## config.mk

```make
export PLATFORM = sky130hd
export DESIGN_NAME = uart_tx_prog
export DESIGN_NICKNAME = d
export VERILOG_FILES = /design/src/rtl/uart_pkg.sv /design/src/rtl/uart_tx_fifo.sv /design/src/rtl/uart_tx_prog.sv
export SDC_FILE = /design/constraint.sdc
export NUM_CORES = 1
export LEC_CHECK = 0
export ABC_AREA = 0
export CORE_UTILIZATION = 45
export CTS_CLUSTER_SIZE = 40
export DETAILED_ROUTE_END_ITERATION = 6
export PLACE_DENSITY_LB_ADDON = 0.05
export SETUP_SLACK_MARGIN = 0.02
export SLEW_MARGIN = 20
export SYNTH_ARGS = -nofsm -noshare
export SYNTH_HDL_FRONTEND = slang
export SYNTH_SLANG_ARGS = --single-unit
```

## constraint.sdc

```tcl
create_clock -name clk_i -period 4.5 [get_ports clk_i]
set_input_delay 0.9 -clock clk_i [delete_from_list [all_inputs] [get_ports clk_i]]
set_output_delay 0.9 -clock clk_i [all_outputs]
set_load 0.005 [all_outputs]
```

## src/rtl/uart_pkg.sv

```systemverilog
// Shared UART definitions: transmitter state encoding, frame/bit-period widths
// and the bit-period clamp used when a frame is started.
package uart_pkg;

  localparam int UART_DATA_W = 8;
  localparam int UART_CPB_W  = 16;

  typedef enum logic [1:0] {
    IDLE  = 2'd0,
    START = 2'd1,
    DATA  = 2'd2,
    STOP  = 2'd3
  } tx_state_e;

  // A programmed bit period of zero would stall the bit counter; run it as one cycle.
  function automatic logic [UART_CPB_W-1:0] clamp_cpb(input logic [UART_CPB_W-1:0] cpb);
    return (cpb == '0) ? UART_CPB_W'(1) : cpb;
  endfunction

endpackage

```

## src/rtl/uart_tx_fifo.sv

```systemverilog
// Synchronous transmit FIFO: single clock, power-of-two depth, occupancy counter.
// Pushes while full and pops while empty are ignored; reset flushes the contents.
module uart_tx_fifo #(
  parameter int DEPTH  = 4,
  parameter int DATA_W = 8
) (
  input  logic                       clk_i,
  input  logic                       rst_i,
  input  logic                       push_i,
  input  logic                       pop_i,
  input  logic [DATA_W-1:0]          wdata_i,
  output logic [DATA_W-1:0]          rdata_o,
  output logic                       full_o,
  output logic                       empty_o,
  output logic [$clog2(DEPTH):0]     level_o
);

  localparam int PTR_W = $clog2(DEPTH);
  localparam int LVL_W = PTR_W + 1;

  logic [DATA_W-1:0] mem_q [DEPTH];
  logic [PTR_W-1:0]  wr_ptr_q, wr_ptr_d;
  logic [PTR_W-1:0]  rd_ptr_q, rd_ptr_d;
  logic [LVL_W-1:0]  level_q,  level_d;
  logic              do_push, do_pop;

  assign full_o  = (level_q == LVL_W'(DEPTH));
  assign empty_o = (level_q == '0);
  assign level_o = level_q;
  assign rdata_o = mem_q[rd_ptr_q];

  assign do_push = push_i && !full_o;
  assign do_pop  = pop_i && !empty_o;

  // Pointer and occupancy next-state; simultaneous push and pop leave the level alone.
  always_comb begin
    wr_ptr_d = wr_ptr_q;
    rd_ptr_d = rd_ptr_q;
    level_d  = level_q;
    if (do_push) wr_ptr_d = wr_ptr_q + PTR_W'(1);
    if (do_pop)  rd_ptr_d = rd_ptr_q + PTR_W'(1);
    case ({do_push, do_pop})
      2'b10:   level_d = level_q + LVL_W'(1);
      2'b01:   level_d = level_q - LVL_W'(1);
      default: level_d = level_q;
    endcase
  end

  // Control state; reset wins over a coincident push so that byte is dropped.
  always_ff @(posedge clk_i) begin
    if (rst_i) begin
      wr_ptr_q <= '0;
      rd_ptr_q <= '0;
      level_q  <= '0;
    end else begin
      wr_ptr_q <= wr_ptr_d;
      rd_ptr_q <= rd_ptr_d;
      level_q  <= level_d;
    end
  end

  // Storage array; contents are only meaningful between the pointers, so no reset.
  always_ff @(posedge clk_i) begin
    if (do_push) mem_q[wr_ptr_q] <= wdata_i;
  end

endmodule

```

## src/rtl/uart_tx_prog.sv

```systemverilog
// Programmable-baud 8N1 UART transmitter. Bytes queue in a small FIFO and are
// framed back-to-back; the bit period is captured from clks_per_bit_i at the
// start of each frame so mid-frame changes only affect later frames.
module uart_tx_prog
  import uart_pkg::*;
#(
  parameter int FIFO_DEPTH = 4,
  parameter int DATA_W     = 8
) (
  input  logic                          clk_i,
  input  logic                          rst_i,
  input  logic [UART_CPB_W-1:0]         clks_per_bit_i,
  input  logic [DATA_W-1:0]             tx_data_i,
  input  logic                          tx_valid_i,
  output logic                          tx_ready_o,
  output logic                          tx_o,
  output logic                          tx_busy_o,
  output logic                          tx_done_o,
  output logic [$clog2(FIFO_DEPTH):0]   fifo_level_o
);

  localparam int LVL_W = $clog2(FIFO_DEPTH) + 1;

  tx_state_e             state_q, state_d;
  logic [UART_CPB_W-1:0] cnt_q, cnt_d;
  logic [UART_CPB_W-1:0] cpb_q, cpb_d;
  logic [2:0]            bit_idx_q, bit_idx_d;
  logic [DATA_W-1:0]     shift_q, shift_d;
  logic                  tx_q, tx_d;
  logic                  done_q, done_d;

  logic [DATA_W-1:0]     fifo_rdata;
  logic                  fifo_full, fifo_empty;
  logic [LVL_W-1:0]      fifo_level;
  logic                  pop, load, bit_last;

  uart_tx_fifo #(
    .DEPTH  (FIFO_DEPTH),
    .DATA_W (DATA_W)
  ) u_fifo (
    .clk_i   (clk_i),
    .rst_i   (rst_i),
    .push_i  (tx_valid_i),
    .pop_i   (pop),
    .wdata_i (tx_data_i),
    .rdata_o (fifo_rdata),
    .full_o  (fifo_full),
    .empty_o (fifo_empty),
    .level_o (fifo_level)
  );

  assign tx_ready_o   = !fifo_full;
  assign fifo_level_o = fifo_level;
  assign tx_busy_o    = (state_q != IDLE);
  assign tx_o         = tx_q;
  assign tx_done_o    = done_q;

  // Last cycle of the current bit period.
  assign bit_last = (cnt_q == cpb_q - UART_CPB_W'(1));

  // Control registers; line idles high after reset and any partial frame is dropped.
  always_ff @(posedge clk_i) begin
    if (rst_i) begin
      state_q   <= IDLE;
      cnt_q     <= '0;
      bit_idx_q <= '0;
      tx_q      <= 1'b1;
      done_q    <= 1'b0;
    end else begin
      state_q   <= state_d;
      cnt_q     <= cnt_d;
      bit_idx_q <= bit_idx_d;
      tx_q      <= tx_d;
      done_q    <= done_d;
    end
  end

  // Frame datapath registers; only read while a frame is in flight.
  always_ff @(posedge clk_i) begin
    shift_q <= shift_d;
    cpb_q   <= cpb_d;
  end

  // Next-state: bit timing, bit sequencing and FIFO pop at frame boundaries.
  always_comb begin
    state_d   = state_q;
    cnt_d     = cnt_q;
    bit_idx_d = bit_idx_q;
    shift_d   = shift_q;
    cpb_d     = cpb_q;
    load      = 1'b0;
    case (state_q)
      IDLE: begin
        load = !fifo_empty;
      end
      START: begin
        if (bit_last) begin
          cnt_d     = '0;
          bit_idx_d = '0;
          state_d   = DATA;
        end else begin
          cnt_d = cnt_q + UART_CPB_W'(1);
        end
      end
      DATA: begin
        if (bit_last) begin
          cnt_d   = '0;
          shift_d = shift_q >> 1;
          if (bit_idx_q == 3'(UART_DATA_W - 1)) begin
            state_d = STOP;
          end else begin
            bit_idx_d = bit_idx_q + 3'd1;
          end
        end else begin
          cnt_d = cnt_q + UART_CPB_W'(1);
        end
      end
      STOP: begin
        if (bit_last) begin
          cnt_d = '0;
          if (!fifo_empty) load = 1'b1;
          else             state_d = IDLE;
        end else begin
          cnt_d = cnt_q + UART_CPB_W'(1);
        end
      end
      default: begin
        state_d = IDLE;
        cnt_d   = '0;
      end
    endcase
    if (load) begin
      state_d = START;
      cnt_d   = '0;
      shift_d = fifo_rdata;
      cpb_d   = clamp_cpb(clks_per_bit_i);
    end
    pop = load;
  end

  // Outputs registered from next state so the line changes on the same edge as the state.
  always_comb begin
    done_d = (state_q == STOP) && bit_last;
    case (state_d)
      START:   tx_d = 1'b0;
      DATA:    tx_d = shift_d[0];
      default: tx_d = 1'b1;
    endcase
  end

endmodule
```

## After elaboration in Yosys (flattened, before gate mapping)

Memory sizes are Yosys's and may differ from the RTL's. A register that Yosys moved wholly into a read port is not among the register bits.
Cells that the tools add are included.

| word-level totals | value |
|---|---|
| memory bits (writable) | 32 |
| input port bits | 27 |
| register bits after elaboration | 54 |
| memories kept | 1 |

Memories:

| memory | words | bits a word | read ports | clocked after memory_dff | wr ports | RTL line | text |
|---|---|---|---|---|---|---|---|
| u_fifo.mem_q | 4 | 8 | 1 | 1 | 1 | uart_tx_fifo.sv:21 | `logic [DATA_W-1:0] mem_q [DEPTH];` |

| cells by class | value |
|---|---|
| add/subtract/negate cells | 7 |
| multiplexer cells | 24 |
| reductions and logical operators | 17 |
| equal/unequal tests | 13 |

Operators with widths:

| cell | count |
|---|---|
| 8-bit 2-to-1 mux | 3 |
| 16-bit by 1-bit adder with 16-bit output (second input constant) | 1 |
| 16-bit == test | 1 |
| 16-bit zero test | 1 |
| 16-bit 2-to-1 mux | 1 |
| 2-bit 2-to-1 mux | 8 |
| 16-bit by 1-bit subtractor with 16-bit output (second input constant) | 1 |
| 3-bit case mux with 2 select lines | 2 |
| 2-bit nonzero test | 5 |
| 3-bit 2-to-1 mux | 3 |
| 2-bit == test (second input constant) | 4 |
| 3-bit by 1-bit adder with 3-bit output (second input constant) | 2 |
| 2-bit by 1-bit == test with 1-bit output (second input constant) | 3 |
| 3-bit == test (second input constant) | 2 |
| 2-bit inequality test (second input constant) | 3 |
| 2-bit case mux with 3 select lines | 1 |
| 2-bit by 1-bit adder with 2-bit output (second input constant) | 2 |
| 1-bit 2-to-1 mux | 4 |
| 1-bit case mux with 2 select lines | 2 |
| 4-bit AND reduction | 1 |
| 1-bit logical AND | 3 |
| 3-bit zero test | 1 |
| 3-bit OR reduction | 1 |
| 3-bit by 1-bit subtractor with 3-bit output (second input constant) | 1 |
| other kinds (4) | 5 |

## Longest topological paths before layout

Gate-level depths: netlist of run 1.

| logic depth | value |
|---|---|
| depth in word-level cells | 7 |
| gate-level depth with buffers | 19 |

## By module

From an unflattened synthesis of run 1, not the netlist that was laid out.

| unflattened totals | value |
|---|---|
| cells, all modules | 394 |
| area total of the unflattened synthesis | 4401.7 sq um |

Modules (own cells, without submodules):

| module | times used | cells an instance | seq. area each (sq um) | area each (sq um) |
|---|---|---|---|---|
| uart_tx_prog | 1 | 298 | 1171.1 | 2766.4 |
| uart_tx_fifo | 1 | 96 | 1141.1 | 1635.3 |

## Least setup slack after synthesis of run 1

OpenSTA, ideal clock, no wires.

| timing | value |
|---|---|
| kind | register to register |
| start | register cpb_q[0] |
| end | register u_fifo.level_q[2], in the netlist u_fifo.level_o[2] |
| arrival time | 4.141 ns |
| period minus slack after synthesis | 4.211 ns |
| library setup time | 0.070 ns |
| stages on the path, launching flop included | 20 |
| path slack | 0.289 ns |
| data required time | 4.430 ns |
| path buffers | 3 |
| path through | edfxtp_1 > inv_1 > ha_1 > buf_2 > or4b_1 > buf_2 > xnor2_1 > o41ai_1 > nand2_1 > or4_4 > nor3_1 > o21ai_2 > inv_2 > buf_2 > ha_1 > inv_1 > fa_1 > xor2_1 > or3_1 > a21oi_1 |

| between the ends | value |
|---|---|
| cells in the longest elaborated chain, start to end | 7 |

RTL lines:

| item | RTL line | text |
|---|---|---|
| from (decl) | uart_tx_prog.sv:26 | `logic [UART_CPB_W-1:0] cpb_q, cpb_d;` |
| from (signal assigned) | uart_tx_prog.sv:81 | `cpb_q <= cpb_d;` |
| 16-bit by 1-bit subtractor with 16-bit output * | uart_tx_prog.sv:59 | `assign bit_last = (cnt_q == cpb_q - UART_CPB_W'(1));` |
| 16-bit == test * | uart_tx_prog.sv:59 |  |
| 1-bit 2-to-1 mux * | uart_tx_prog.sv:119 | `if (bit_last) begin` |
| 1-bit case mux with 2 select lines * | uart_tx_prog.sv:92 | `case (state_q)` |
| 1-bit logical AND * | uart_tx_fifo.sv:33 | `assign do_pop = pop_i && !empty_o;` |
| via u_fifo.do_pop | uart_tx_fifo.sv:25 | `logic do_push, do_pop;` |
| 2-bit by 1-bit == test with 1-bit output or 2-bit == test (tied branches) | uart_tx_fifo.sv:42 | `case ({do_push, do_pop})` |
| 3-bit case mux with 2 select lines or 2-bit nonzero test (tied branches) | - |  |
| to (signal assigned) | uart_tx_fifo.sv:58 | `level_q <= level_d;` |
| to (decl) | uart_tx_fifo.sv:24 | `logic [LVL_W-1:0] level_q, level_d;` |

The timed path passes the listed nets; every way through them passes the cells marked *.
A chain may end at the register's enable or synchronous reset.

## Final worst setup path of run 1

| timing | value |
|---|---|
| start | register cpb_q[0] |
| end | register u_fifo.level_q[2], in the netlist u_fifo.level_o[2] |

| between the ends | value |
|---|---|
| cells in the longest elaborated chain, start to end | 7 |

RTL lines:

| item | RTL line |
|---|---|
| 16-bit by 1-bit subtractor with 16-bit output * | uart_tx_prog.sv:59 |
| 16-bit == test * | uart_tx_prog.sv:59 |
| 1-bit 2-to-1 mux * | uart_tx_prog.sv:119 |
| 1-bit case mux with 2 select lines * | uart_tx_prog.sv:92 |
| 1-bit logical AND * | uart_tx_fifo.sv:33 |
| 2-bit by 1-bit == test with 1-bit output or 2-bit == test (tied branches) | uart_tx_fifo.sv:42 |
| 3-bit case mux with 2 select lines or 2-bit nonzero test (tied branches) | - |

Every way passes the cells marked *; elsewhere a longest branch is shown, timed or not.

==> flow_summary_export.csv, run 1 <==
group,metric,value,unit
critical_path,required,4.79,ns
route,highest_layer,"met4",
layout,final_util,0.533,
route,drt-total-wl,8.42,mm
critical_path,crit_arrival,4.41,ns
pwr,combinationalPowerShare,0.328,
sta,clock.fmax,243,MHz
synth,ys_async_sr_fraction,0,
status,status,"finished clean",
sta,relSlewSlack,0.572,
synth,synth_area_leader_cell,"edfxtp_1",
clock_tree,root_buffer,"clkbuf_8",
synth,ys_warn_count,0,
critical_path,crit_type,"reg2reg",
route,vias,2899,
clock_tree,htreeDepth,3,
route,wl_met1,4.32,mm
sta,holdWs,0.484,ns
sta,worst_slew_pin_slew,0.640,ns
pwr,switching_share,0.367,
layout,syn2layout_area_growth,13.8,%
synth,synth_edf_count,55,
pwr,ir_worst_vdd,0.216,mV
pwr,sequentialPowerShare,0.468,
min_path,hp-start,"bit_idx_q[1]",
synth,yosys.area.top_type_share,0.378,
global_routing,overflow,0,
route,wl_per_cell,15.3,um
layout,drive_above_1_share,0.0952,
route,post-route-drc-count,0,
die,die_w,101,um
die,start_util,0.468,
sta,tns,0,ns
clock_tree,worstSkewPairLatency,0.36,ns
route,dr.pass1.iters,4,
clock_tree,cts_tree,"done",
run,cap_violations,0,
sta,maxSlewViolCount,0,
die,io_pins,34,
global_routing,grt_max_degree,19,
clock_tree,hold_buffers,0,
synth,avgSynthCellArea,11.1,um^2
min_path,min_to,"bit_idx_q[1]",
route,met2_length,3.67,mm
synth,synth_seq_area_share,0.530,
clock_tree,cts_setup_buffers,0,
sta,rsz0062_at_grt,"no",
sta,period_needed,4.12,ns
route,via_per_inst,5.28,
die,dieArea,10100,um^2
critical_path,endpoint_kind,"flop",
layout,fillCellCount,853,
clock_tree,cts_buffer_depth,2,
clock_tree,path_clk_slew,0.10,ns
global_routing,grt_pass1_wl,13.7,mm
place,dp_hpwl,6.19,mm
place,pre_cts_slack,0.380,ns
global_routing,antenna_found_initial,0,
pwr,p_leak,1.73,nW
layout,antenna_cells,0,
critical_path,timing.rr.end,"u_fifo.level_o[2]",
pwr,clkPwrFrac,0.204,
global_routing,gr-usage-all-layers,0.179,
min_path,whs_path_depth,2,
place,routabilityCongestion,0.781,
critical_path,worst-path-max-fanout,4,
critical_path,r2r-start,"cpb_q[0]",
synth,synthCells,395,
critical_path,r2r_slack,0.38,ns
synth,synth_cell_type_count,58,
pwr,power.switching,0.962,mW
synth,synth_ff_type,"edfxtp_1",
route,ant_nets,0,
sta,fin_crit_sh,0.915,
sta,final-setup-viol-count,0,
synth,ys_top_cells_by_area,"edfxtp_1 (38%), dfxtp_1 (15%), xor2_1 (4.6%), mux4_2 (4.1%), ha_1 (4.0%)",
layout,num-nets-final,457,
synth,ys_seq_elements,88,
global_routing,grt_pass1_vias,2764,
pwr,p_int,1.66,mW
die,die_y,101,um
place,io_buffers,33,
clock_tree,numCtsBuffers,9,
route,wl_met3,331,um
synth,synth_area,4370,um^2
min_path,hp-class,"reg2reg",
route,drt-initial-drc-count,135,
sta,hold_viol_final,0,
critical_path,worstSetupStartpointType,"flop",
sta,setup_ws,0.380,ns
sta,finClkSkew,0.0104,ns
clock_tree,cts-resized-gates,0,
critical_path,reg2regPathDepth,16,
synth,syn_nets,437,
clock_tree,clock_sinks,88,
pwr,p_per_area,527,nW/um^2
die,fp.coreArea,9330,um^2
die,row_count,35,
## cells by family after synthesis
group,after synthesis,share of synthesized area
buf+inv,47,0.0441
xor+xnor,39,0.0782
simple gates,148,0.184
flops,88,0.530
mux,11,0.0481
compound gates,47,0.0716
fa+ha+maj,15,0.0447
## area by class of cell
cell class,count,area [um^2],share of cell area
repair buffers,39,375,0.0755
flip-flops and latches,88,2310,0.465
inverters,17,63.8,0.0128
clock buffers,9,124,0.0249
well taps,129,161,0.0325
multi-input cells,260,1860,0.375
clock inverters,7,70.1,0.0141
## through the flow
stage / instances / total power [mW] / cell area (um^2)
after global routing: 549 / 2.80 / 4970
after global placement: 533 / 2.10 / 4770
after floorplan: 395 / 1.84 / 4370
after CTS: 549 / 2.65 / 4970
final: 549 / 2.62 / 4970
after detailed placement: 533 / 2.11 / 4770
## cells in the mapped netlist (2+ instances only)
cell type and number:
edfxtp_1 55, nor2_1 38, dfxtp_1 33, nand2_1 29, nand3_1 23, xor2_1 23, clkbuf_1 22, inv_1 16
xnor2_1 16, a21oi_1 14, ha_1 14, o21ai_0 9, mux4_2 8, nor3_1 8, and3_1 7, nor4_1 6
or3_1 6, and2_1 4, buf_2 4, nand4_1 4, nor2b_1 4, a31oi_1 3, mux2i_1 3, nor4b_1 3
a41o_1 2, and4_1 2, buf_1 2, nand3b_1 2, nand4b_1 2, nor4_4 2, o211ai_1 2, o31ai_1 2
o32ai_1 2
## worst max path at each step
| stage | cells after the start | slack [ns] | start | to |
|---|---|---|---|---|
| floorplan | 19 | 0.29 | cpb_q[0] | u_fifo.level_o[2] |
| global placement | 16 | 0.47 | cpb_q[0] | u_fifo.level_o[2] |
| detailed placement | 17 | 0.38 | cpb_q[0] | u_fifo.level_o[2] |
| CTS | 17 | 0.36 | cpb_q[0] | u_fifo.level_o[2] |
| global route | 16 | 0.08 | cpb_q[0] | u_fifo.level_o[2] |
| finish | 16 | 0.38 | cpb_q[0] | u_fifo.level_o[2] |
## cell usage in the layout (no fill, tap or decap), types with 9 or more instances in the layout
master,Yosys,final
a21oi_1,14,14
edfxtp_1,55,55
clkbuf_8,0,9
clkdlybuf4s50_1,0,33
o21ai_0,9,9
nand3_1,23,23
nor2_1,38,38
dfxtp_1,33,33
nand2_1,29,29
xor2_1,23,23
xnor2_1,16,16
ha_1,14,14
inv_1,16,16
## critical path: stages (launching register included)
cell      delay, ns
edfxtp_1       0.45
inv_1          0.08
ha_1           0.16
or4b_1         0.55
xnor2_1        0.17
o41ai_1        0.36
nand2_1        0.10
or4_4          0.57
nor3_1         0.25
o21ai_2        0.09
inv_2          0.06
ha_1           0.17
inv_1          0.06
fa_1           0.37
xor2_1         0.15
or3_1          0.30
a21oi_1        0.14
## flip-flops by register name, indices dropped and copies added (netlist names), named ones only
name / cells
shift_q: 8
u_fifo.rd_ptr_q: 2
u_fifo.level_o: 3
state_q: 2
cnt_q: 16
u_fifo.mem_q: 32
cpb_q: 16
tx_done_o: 1
bit_idx_q: 3
u_fifo.wr_ptr_q: 2
tx_o: 1
## power groups by stage
stage / sequential, mW / clock, mW / combinational (mW)
global route: 1.25 / 0.587 / 0.964
finish: 1.23 / 0.536 / 0.859
CTS: 1.23 / 0.554 / 0.866
detailed placement: 1.25 / 0 / 0.860
floorplan: 1.17 / 0 / 0.669
global placement: 1.24 / 0 / 0.855
## metal layers
layer,vias to the layer above,GRT usage
met5,-,0
met4,0,0.0535
met3,11,0.0388
met2,62,0.270
met1,1373,0.258
li1,1453,-
Note: power is estimated with default switching activity, not from simulation.
==> run 2: changes to the inputs <==
--- a/config.mk
+++ b/config.mk
@@ -10,6 +10,7 @@
 export CTS_CLUSTER_SIZE = 40
 export DETAILED_ROUTE_END_ITERATION = 6
 export PLACE_DENSITY_LB_ADDON = 0.05
+export RECOVER_POWER = 100
 export SETUP_SLACK_MARGIN = 0.02
 export SLEW_MARGIN = 20
 export SYNTH_ARGS = -nofsm -noshare
==> flow_summary_export.csv, run 2 (synthesized netlist as in run 1, its figures left out) <==
group,metric,value,unit
status,status,"finished clean",
sta,rsz0062_at_grt,"no",
sta,period_needed,4.11,ns
sta,final-setup-viol-count,0,
critical_path,worstSetupStartpointType,"flop",
critical_path,r2r-start,"cpb_q[0]",
die,io_pins,34,
route,vias,2877,
route,post-route-drc-count,0,
global_routing,grt_util_met2,0.270,
layout,seq_area,2310,um^2
sta,tns,0,ns
layout,top_regs,"u_fifo.mem_q (32), cnt_q (16), cpb_q (16)",
clock_tree,cts_buffer_depth,2,
sta,finClkSkew,0.0106,ns
place,routabilityCongestion,0.781,
global_routing,antenna_found_initial,0,
layout,fillCellCount,857,
layout,antenna_cells,0,
min_path,whs_path_depth,2,
global_routing,grt_pass1_wl,13.7,mm
layout,layout_common_cells,"edfxtp_1 (55), nor2_1 (38), dfxtp_1 (33), dlygate4sd3_1 (32), nand2_1 (29)",
sta,setup_ws,0.388,ns
die,start_util,0.468,
layout,final_common_cell,"edfxtp_1",
route,dr.pass1.iters,4,
place,io_buffers,33,
global_routing,grt_pass1_vias,2764,
route,ant_nets,0,
critical_path,r2r_slack,0.39,ns
critical_path,endpoint_kind,"flop",
global_routing,use_met1,0.258,
sta,maxSlewViolCount,0,
die,dieArea,10100,um^2
layout,num-nets-final,457,
die,row_count,35,
min_path,hp-start,"bit_idx_q[1]",
pwr,clkPwrFrac,0.207,
clock_tree,hold_buffers,0,
die,die_y,101,um
min_path,hp-class,"reg2reg",
critical_path,crit_type,"reg2reg",
route,drt-initial-drc-count,113,
sta,clock.fmax,243,MHz
layout,regMostFlops,"u_fifo.mem_q",
clock_tree,cts-resized-gates,0,
clock_tree,numCtsBuffers,9,
place,dp_hpwl,6.19,mm
pwr,sequentialPowerShare,0.473,
sta,relSlewSlack,0.567,
sta,fin_crit_sh,0.914,
global_routing,overflow,0,
critical_path,required,4.80,ns
min_path,min_to,"bit_idx_q[1]",
route,via_per_inst,5.24,
pwr,p_leak,1.73,nW
clock_tree,worstSkewPairLatency,0.36,ns
layout,multiInputGateArea,1850,um^2
route,wl_per_cell,15.3,um
layout,syn2layout_area_growth,13.3,%
place,place_area,4770,um^2
pwr,p_per_area,524,nW/um^2
clock_tree,path_clk_slew,0.10,ns
clock_tree,htreeDepth,3,
layout,final_cell_area,4950,um^2
global_routing,grt_max_degree,19,
clock_tree,root_buffer,"clkbuf_8",
clock_tree,clock_sinks,88,
pwr,switching_share,0.369,
sta,worst_slew_pin_slew,0.648,ns
clock_tree,cts_tree,"done",
layout,largest_reg_flops,32,
critical_path,crit_arrival,4.41,ns
sta,hold_viol_final,0,
route,drt-total-wl,8.41,mm
place,pre_cts_slack,0.380,ns
clock_tree,cts_setup_buffers,0,
pwr,combinationalPowerShare,0.320,
pwr,power,2.59,mW
pwr,p_int,1.64,mW
critical_path,reg2regPathDepth,16,
critical_path,worst-path-max-fanout,4,
run,cap_violations,0,
die,fp.coreArea,9330,um^2
global_routing,gr-usage-met3,0.0388,
global_routing,gr-usage-all-layers,0.179,
pwr,ir_worst_vdd,0.216,mV
layout,final_util,0.530,
critical_path,timing.rr.end,"u_fifo.level_o[2]",
global_routing,top_usage_layer,"met2",
pwr,power.switching,0.957,mW
die,die_w,101,um
layout,drive_above_1_share,0.0833,
[run 2: worst max-delay path by stage]
stage          depth (start not counted)  slack (ns)     start                end
2_1_floorplan                         19        0.29  cpb_q[0]  u_fifo.level_o[2]
3_3_place_gp                          16        0.47  cpb_q[0]  u_fifo.level_o[2]
3_5_place_dp                          17        0.38  cpb_q[0]  u_fifo.level_o[2]
4_1_cts                               17        0.36  cpb_q[0]  u_fifo.level_o[2]
5_1_grt                               16        0.08  cpb_q[0]  u_fifo.level_o[2]
6_report                              16        0.39  cpb_q[0]  u_fifo.level_o[2]
[run 2: through the flow]
step	instances	hold slack (ns)
2_1_floorplan	395	0.453
3_3_place_gp	533	0.466
3_5_place_dp	533	0.477
4_1_cts	549	0.491
5_1_grt	549	0.517
6_report	549	0.484
[run 2: worst max-delay path: stages, from the launching register on]
cell and delay [ns]:
edfxtp_1 0.45, inv_1 0.08, ha_1 0.16, or4b_1 0.55, xnor2_1 0.17, o41ai_1 0.36, nand2_1 0.10, or4_4 0.56
nor3_1 0.25, o21ai_2 0.08, inv_1 0.08, ha_1 0.18, inv_1 0.06, fa_1 0.37, xor2_1 0.15, or3_1 0.30
a21oi_1 0.14
[run 2: layer usage]
metal / vias to the layer above / share of wire
met5: - / 0
met4: 0 / 0.011
met3: 7 / 0.036
met2: 58 / 0.43
met1: 1357 / 0.52
li1: 1455 / -
[run 2: power by group through the flow]
stage,clock network [mW],logic (mW),registers (mW)
global route,0.587,0.935,1.25
finish,0.536,0.830,1.23
global placement,0,0.855,1.24
CTS,0.554,0.866,1.23
floorplan,0,0.669,1.17
detailed placement,0,0.860,1.25
[run 2: area by class of cell]
cell class                 instances  share of cell area
sequential                        88               0.467
multi-input combinational        260               0.373
timing repair buffer              39              0.0744
tap                              129              0.0326
clock buffer                       9              0.0250
clock inverter                     7              0.0142
inverter                          17              0.0129
